===== config.mk =====
export PLATFORM = sky130hd
export DESIGN_NAME = regfile_2r1w_param
export DESIGN_NICKNAME = d
export VERILOG_FILES = /design/src/rtl/regfile_2r1w_param.sv
export SDC_FILE = /design/constraint.sdc
export NUM_CORES = 1
export LEC_CHECK = 0
export CORE_AREA = 4 4 180 182
export DETAILED_ROUTE_END_ITERATION = 6
export DIE_AREA = 0 0 184 186
export PLACE_DENSITY = 0.8
export RECOVER_POWER = 100
export SLEW_MARGIN = 20
export SYNTH_ARGS = -nofsm -noshare
export SYNTH_HDL_FRONTEND = slang
export SYNTH_SLANG_ARGS = --single-unit
export TNS_END_PERCENT = 30

===== constraint.sdc =====
create_clock -name clk -period 2.41 [get_ports clk]
set_input_delay 0.723 -clock clk [delete_from_list [all_inputs] [get_ports clk]]
set_output_delay 0.723 -clock clk [all_outputs]
set_load 0.02 [all_outputs]

===== src/rtl/regfile_2r1w_param.sv =====
`default_nettype none
// ============================================================================
//  Module   : regfile_2r1w_param
//  Purpose  : Parametrised register file with DEPTH x WIDTH storage, one
//             synchronous write port and two registered read ports (A, B).
//             Out-of-range writes are dropped and flagged on wr_err for one
//             cycle. Out-of-range reads return zero. With ZERO_R0=1, register
//             0 is hard-wired to zero and silently ignores writes.
//  Macro    : REGFILE_BYPASS_EN - when defined, a read that hits the register
//             being written in the same cycle returns the new write data
//             (write-first). When undefined, it returns the old contents
//             (read-first). Storage behaviour is identical in both builds.
//  Ports    : clk        rising-edge clock
//             reset_n    synchronous reset, active-low
//             wr_en      write strobe
//             wr_sel     write register index   [SEL_W]
//             wr_data    write data             [WIDTH]
//             rd_en      read request, both ports
//             rd_sel_a   port A register index  [SEL_W]
//             rd_sel_b   port B register index  [SEL_W]
//             rd_data_a  registered port A data [WIDTH]
//             rd_data_b  registered port B data [WIDTH]
//             rd_valid   rd_data_a/b loaded by the previous cycle's rd_en
//             wr_err     previous cycle's write was dropped (out of range)
//  Revision : 1.0 - initial release
// ============================================================================
module regfile_2r1w_param #(
   parameter int WIDTH   = 32,
   parameter int DEPTH   = 8,
   parameter int SEL_W   = 3,
   parameter int ZERO_R0 = 0
) (
   input  logic             clk,
   input  logic             reset_n,
   input  logic             wr_en,
   input  logic [SEL_W-1:0] wr_sel,
   input  logic [WIDTH-1:0] wr_data,
   input  logic             rd_en,
   input  logic [SEL_W-1:0] rd_sel_a,
   input  logic [SEL_W-1:0] rd_sel_b,
   output logic [WIDTH-1:0] rd_data_a,
   output logic [WIDTH-1:0] rd_data_b,
   output logic             rd_valid,
   output logic             wr_err
);

   // DEPTH always fits in SEL_W+1 bits because 2**SEL_W >= DEPTH.
   localparam logic [SEL_W:0] c_DEPTH = (SEL_W+1)'(DEPTH);
   // First register that holds real storage; r0 is skipped when hard-wired.
   localparam int             c_FIRST = (ZERO_R0 != 0) ? 1 : 0;

   logic [WIDTH-1:0] r_mem [DEPTH];
   logic [WIDTH-1:0] r_rd_data_a;
   logic [WIDTH-1:0] r_rd_data_b;
   logic             r_rd_valid;
   logic             r_wr_err;

   logic             w_wr_oor;
   logic [WIDTH-1:0] w_lookup_a;
   logic [WIDTH-1:0] w_lookup_b;
   logic             w_fwd_a;
   logic             w_fwd_b;
   logic [WIDTH-1:0] w_rd_a;
   logic [WIDTH-1:0] w_rd_b;

   assign w_wr_oor = wr_en && ({1'b0, wr_sel} >= c_DEPTH);

`ifdef REGFILE_BYPASS_EN
   // A write that really lands in storage; protected r0 never forwards.
   logic w_wr_hit;
   assign w_wr_hit = wr_en && !w_wr_oor &&
                     !((ZERO_R0 != 0) && (wr_sel == '0));
   assign w_fwd_a  = w_wr_hit && (rd_sel_a == wr_sel);
   assign w_fwd_b  = w_wr_hit && (rd_sel_b == wr_sel);
`else
   assign w_fwd_a  = 1'b0;
   assign w_fwd_b  = 1'b0;
`endif

   // Decoded read mux: indices outside [c_FIRST, DEPTH) match nothing and
   // therefore fall through to the zero default.
   always_comb begin
      w_lookup_a = '0;
      w_lookup_b = '0;
      for (int i = c_FIRST; i < DEPTH; i++) begin
         if (rd_sel_a == SEL_W'(i)) w_lookup_a = r_mem[i];
         if (rd_sel_b == SEL_W'(i)) w_lookup_b = r_mem[i];
      end
   end

   assign w_rd_a = w_fwd_a ? wr_data : w_lookup_a;
   assign w_rd_b = w_fwd_b ? wr_data : w_lookup_b;

   always_ff @(posedge clk) begin
      if (!reset_n) begin
         for (int i = 0; i < DEPTH; i++) r_mem[i] <= '0;
         r_rd_data_a <= '0;
         r_rd_data_b <= '0;
         r_rd_valid  <= 1'b0;
         r_wr_err    <= 1'b0;
      end else begin
         // Loop bounds exclude out-of-range and protected indices.
         for (int i = c_FIRST; i < DEPTH; i++) begin
            if (wr_en && (wr_sel == SEL_W'(i))) r_mem[i] <= wr_data;
         end
         r_wr_err   <= w_wr_oor;
         r_rd_valid <= rd_en;
         if (rd_en) begin
            r_rd_data_a <= w_rd_a;
            r_rd_data_b <= w_rd_b;
         end
      end
   end

   assign rd_data_a = r_rd_data_a;
   assign rd_data_b = r_rd_data_b;
   assign rd_valid  = r_rd_valid;
   assign wr_err    = r_wr_err;

endmodule
`default_nettype wire


==> After elaboration in Yosys (flattened, before gate mapping) <==
Memory sizes are Yosys's and may differ from the RTL's.
Cells that the tools add are included.
{ "word_totals": {"reg_bits": 65, "mem_bits_rw": 256, "in_bits": 45, "out_inout_bits": 66, "wordCells": 93, "memories": 1} }
{ "classes": {"eq_ne": 21, "n_mux": 49, "n_bitwise": 8, "n_reduce_logical": 11} }
{ "memory_table": {"columns": ["name", "depth", "word_bits", "read_ports", "rd_ports_with_merged_regs", "write_ports", "line", "rtl"], "rows": [
  ["r_mem", 8, 32, 8, 0, 8, "52", "logic [WIDTH-1:0] r_mem [DEPTH];"]
]} }
{ "op_table": {"columns": ["op", "n"], "rows": [
  ["32-bit two-way mux", 24],
  ["3-bit == test, second input constant", 12],
  ["1-bit two-way mux", 25],
  ["3-bit by 2-bit == test with 1-bit output, second input constant", 6],
  ["3-bit by 1-bit == test with 1-bit output, second input constant", 3],
  ["3-bit zero test", 3],
  ["1-bit logical AND", 8],
  ["1-bit OR", 8]
]} }

==> Depth between registers and ports, before layout <==
Gate-level depths: netlist of run 1.
{ "depth": {"ltp_word": 9, "ltp_mapped": 8} }

==> Worst setup path before layout of run 1 <==
No wires, ideal clock.
{ "synth_path": {"kind": "input port to flip-flop", "startpoint": "input port wr_en", "endpoint": "memory r_mem[2][0] (netlist: r_mem[0][64]), enable pin", "setup_time_ns": 0.389, "arrival_time_ns": 2.061, "required_ns": 2.021, "path_slack_ns": -0.041, "path_stages": 4, "n_path_buf": 1, "path_cell_list": "nor2b_1 > nand3b_1 > clkbuf_1 > nand2_1"} }
{ "synth_rtl": {"columns": ["element", "line", "rtl"], "rows": [
  ["from (decl)", "35", "input logic wr_en,"],
  ["to (decl)", "52", null]
]} }

==> Worst setup path after layout of run 1 <==
{ "layout_path": {"startpoint": "register r_rd_data_b[4] (netlist: rd_data_b[4])", "endpoint": "output port rd_data_b[4]"} }
{ "layout_rtl": {"columns": ["element", "line", "rtl"], "rows": [
  ["from (decl)", "54", "logic [WIDTH-1:0] r_rd_data_b;"],
  ["from (signal assigned)", "110", "r_rd_data_b <= w_rd_b;"],
  ["to (decl)", "42", "output logic [WIDTH-1:0] rd_data_b,"]
]} }
No word-level cell between the ends.

==> out/qor.yml, run 1 <==
ant_nets: 0
post_drt_wl_per_cell_um: 25.1
max_freq_mhz: 426
rows: 64
core-area_um2: 30600
yosysUniqueCellTypes: 56
hold_viol: 0
cp-end-kind: "output port"
synth-async-reset-ratio_pct: 0
pin_count: 111
routed-via-count: 12300
period_minus_slack_ns: 2.34
finalSetupViolCount: 0
grt_max_degree: 36
outcome: "complete, no violations"
slew_viol_final: 0
htree_levels: 2
synth-edff-count: 256
clock_latency_ns: 0.51
seqPwrFrac_pct: 48.9
clk_root_buffer_cell: "clkbuf_16"
drc: 0
grt_pass1_vias: 12200
grt_overflow_total: 0
cp.arrival_ns: 1.62
drtIter0Drc: 1917
portBuffers: 109
dp.cells: 1834
cp_top_family: "buffers and inverters"
synthFlopType: "edfxtp_1"
max_stage_delay_ns: 0.71
p_comb_share_pct: 13.3
die-area_um2: 34200
synth_top_area_share_pct: 50.4
clkPwrFrac_pct: 37.8
cts_setup_buffers: 0
postSynthCellCount: 1328
r2r_slack_ns: 0.85
grt_antenna_before_repair: 0
slew_headroom_pct: 28.0
fin_nets: 1519
internal-power_uw: 10200
peakVddDrop_uv: 433
path_class: "reg2out"
clkSinkCount: 321
worstPathRequired_ns: 1.69
crit_chain: "dlygate4sd3_1"
clkTransAtPathRegs_ns: 0.07
p_sw_uw: 3470
clockBufferDepth: 3
die_w_um: 184
worst-path-max-fanout: 2
power.density_nw_per_um2: 745
syn_to_final_growth_pct: 20.0
wirelength_mm: 47.5
sw_frac_of_total_pct: 25.4
syn_area_per_cell_um2: 11.5
path_buf_inv: 1
cellLeakagePower_uw: 0.00703
synth_top_area_cell: "edfxtp_1"
cts-resized-gates: 0
final_cell_mix: "edfxtp_1 (256), nor2_1 (212), a21oi_1 (87)"
die_y_um: 186
via_per_inst: 6.50
startpoint_type: "flip-flop"
final_cells: 1895
syn-cell-area_um2: 15300
mostFrequentLayoutCell: "edfxtp_1"
grt_pass1_wl_mm: 71.2
yosys_register_bits: 321
grt_use_total_pct: 27.1
min_path_type: "reg2reg"
worst_slew_pin_slew_ns: 1.08
fill_cells: 2404
rsz0062_at_grt: "false"
start_util_pct: 49.9
syn-num-nets: 1373
hpwlAfterDp_mm: 30.7
cts_made_buffers: 34
holdBufCountCts: 0
timing.hold.ws_ns: 0.451
skew_ns: 0.0150
dr.pass1.iters: 6
drive_gt1_share_pct: 15.5
cts_tree: "done"
slowest_stage: "dlygate4sd3_1"
synth.area.top_cells: "edfxtp_1 (50%), dfxtp_1 (8.5%), nor2_1 (5.2%)"
period_share_pct: 97.3
diodes: 0
gp_congestion: 0.969
yosys_warnings: 0
synth_seq_area_share_pct: 58.9
maxCapViolCount: 0
-- cells by family (layout without fill, tap and decap cells) --
group / count (synthesis) / count (layout) / share of synthesized area, %
AOI/OAI and AO/OA: 356 / 356 / 15.4
and+or+nand+nor: 345 / 345 / 9.82
DFF: 321 / 321 / 58.9
buffers and inverters: 162 / 333 / 4.59
muxes: 143 / 143 / 11.3
other: 1 / 1 / 0.0246
-- cell usage after synthesis, types with 6 or more instances --
master,count
edfxtp_1,256
nor2_1,212
a21oi_1,87
mux2i_1,72
dfxtp_1,65
o22ai_1,64
clkbuf_1,62
o21ai_0,54
nand2_1,52
mux2_2,51
inv_1,49
o221ai_1,32
buf_2,29
nor2b_1,29
a211oi_1,25
a22o_1,25
nand2b_1,19
a21o_1,17
mux4_2,17
nand3_1,12
a22oi_1,11
buf_4,11
a31oi_1,7
buf_1,7
a221oi_1,6
-- metal layers --
layer,GRT usage (%),share of wire (%),vias up
li1,-,-,5262
met1,36.0,37,5938
met2,44.5,47,959
met3,4.34,12,167
met4,11.8,4.4,0
met5,0,0,-
-- power by group through the flow --
stage,combinational (uW),sequential (uW),clock [uW]
2_1_floorplan,966,6790,0
3_3_place_gp,1830,6750,0
3_5_place_dp,1870,6780,0
4_1_cts,1890,6660,5180
5_1_grt,1910,6710,5430
6_report,1810,6680,5160
-- sequential cells by signal, summed over array words and instances, names as in the netlist --
signal     flops
rd_valid       1
r_mem        256
rd_data_a     32
rd_data_b     32
-- cell type report --
class	count	area [um2]	area share, %
Clock buffer	49	1000	5.46
Tap cell	396	495	2.71
Timing Repair Buffer	221	1950	10.6
Inverter	51	191	1.05
Multi-Input combinational cell	845	5590	30.5
Sequential cell	321	8990	49.1
Clock inverter	12	105	0.574
-- path summary, 6_finish.rpt --
| check | start | to | depth (start not counted) |
|---|---|---|---|
| worst min-delay path | rd_data_b[21] | rd_data_b[21] | 1 |
| worst min register to register | rd_data_b[21] | rd_data_b[21] | 1 |
| worst max register to register | r_mem[0][103] | rd_data_b[7] | 4 |
| worst max-delay path | rd_data_b[4] | rd_data_b[4] | 1 |
-- through the flow --
step	area [um2]	setup WS [ns]	TNS (ns)	util (%)	total power, uW
after floorplan	15300	-0.0389	-1.25	-	7760
after global placement	17500	0.0648	0	57.3	8590
after detailed placement	17500	0.0152	0	57.3	8650
after CTS	18600	0.112	0	60.9	13700
final	18300	0.0652	0	59.9	13700
after global routing	18300	0.0469	0	59.9	14100
Power figures use the tool's default switching activity.
==> run 2: changes to the inputs <==
CAP_MARGIN = 20   (was unset)
==> results of run 2 <==
Final layout, timing and power as in run 1 (identical DEF).
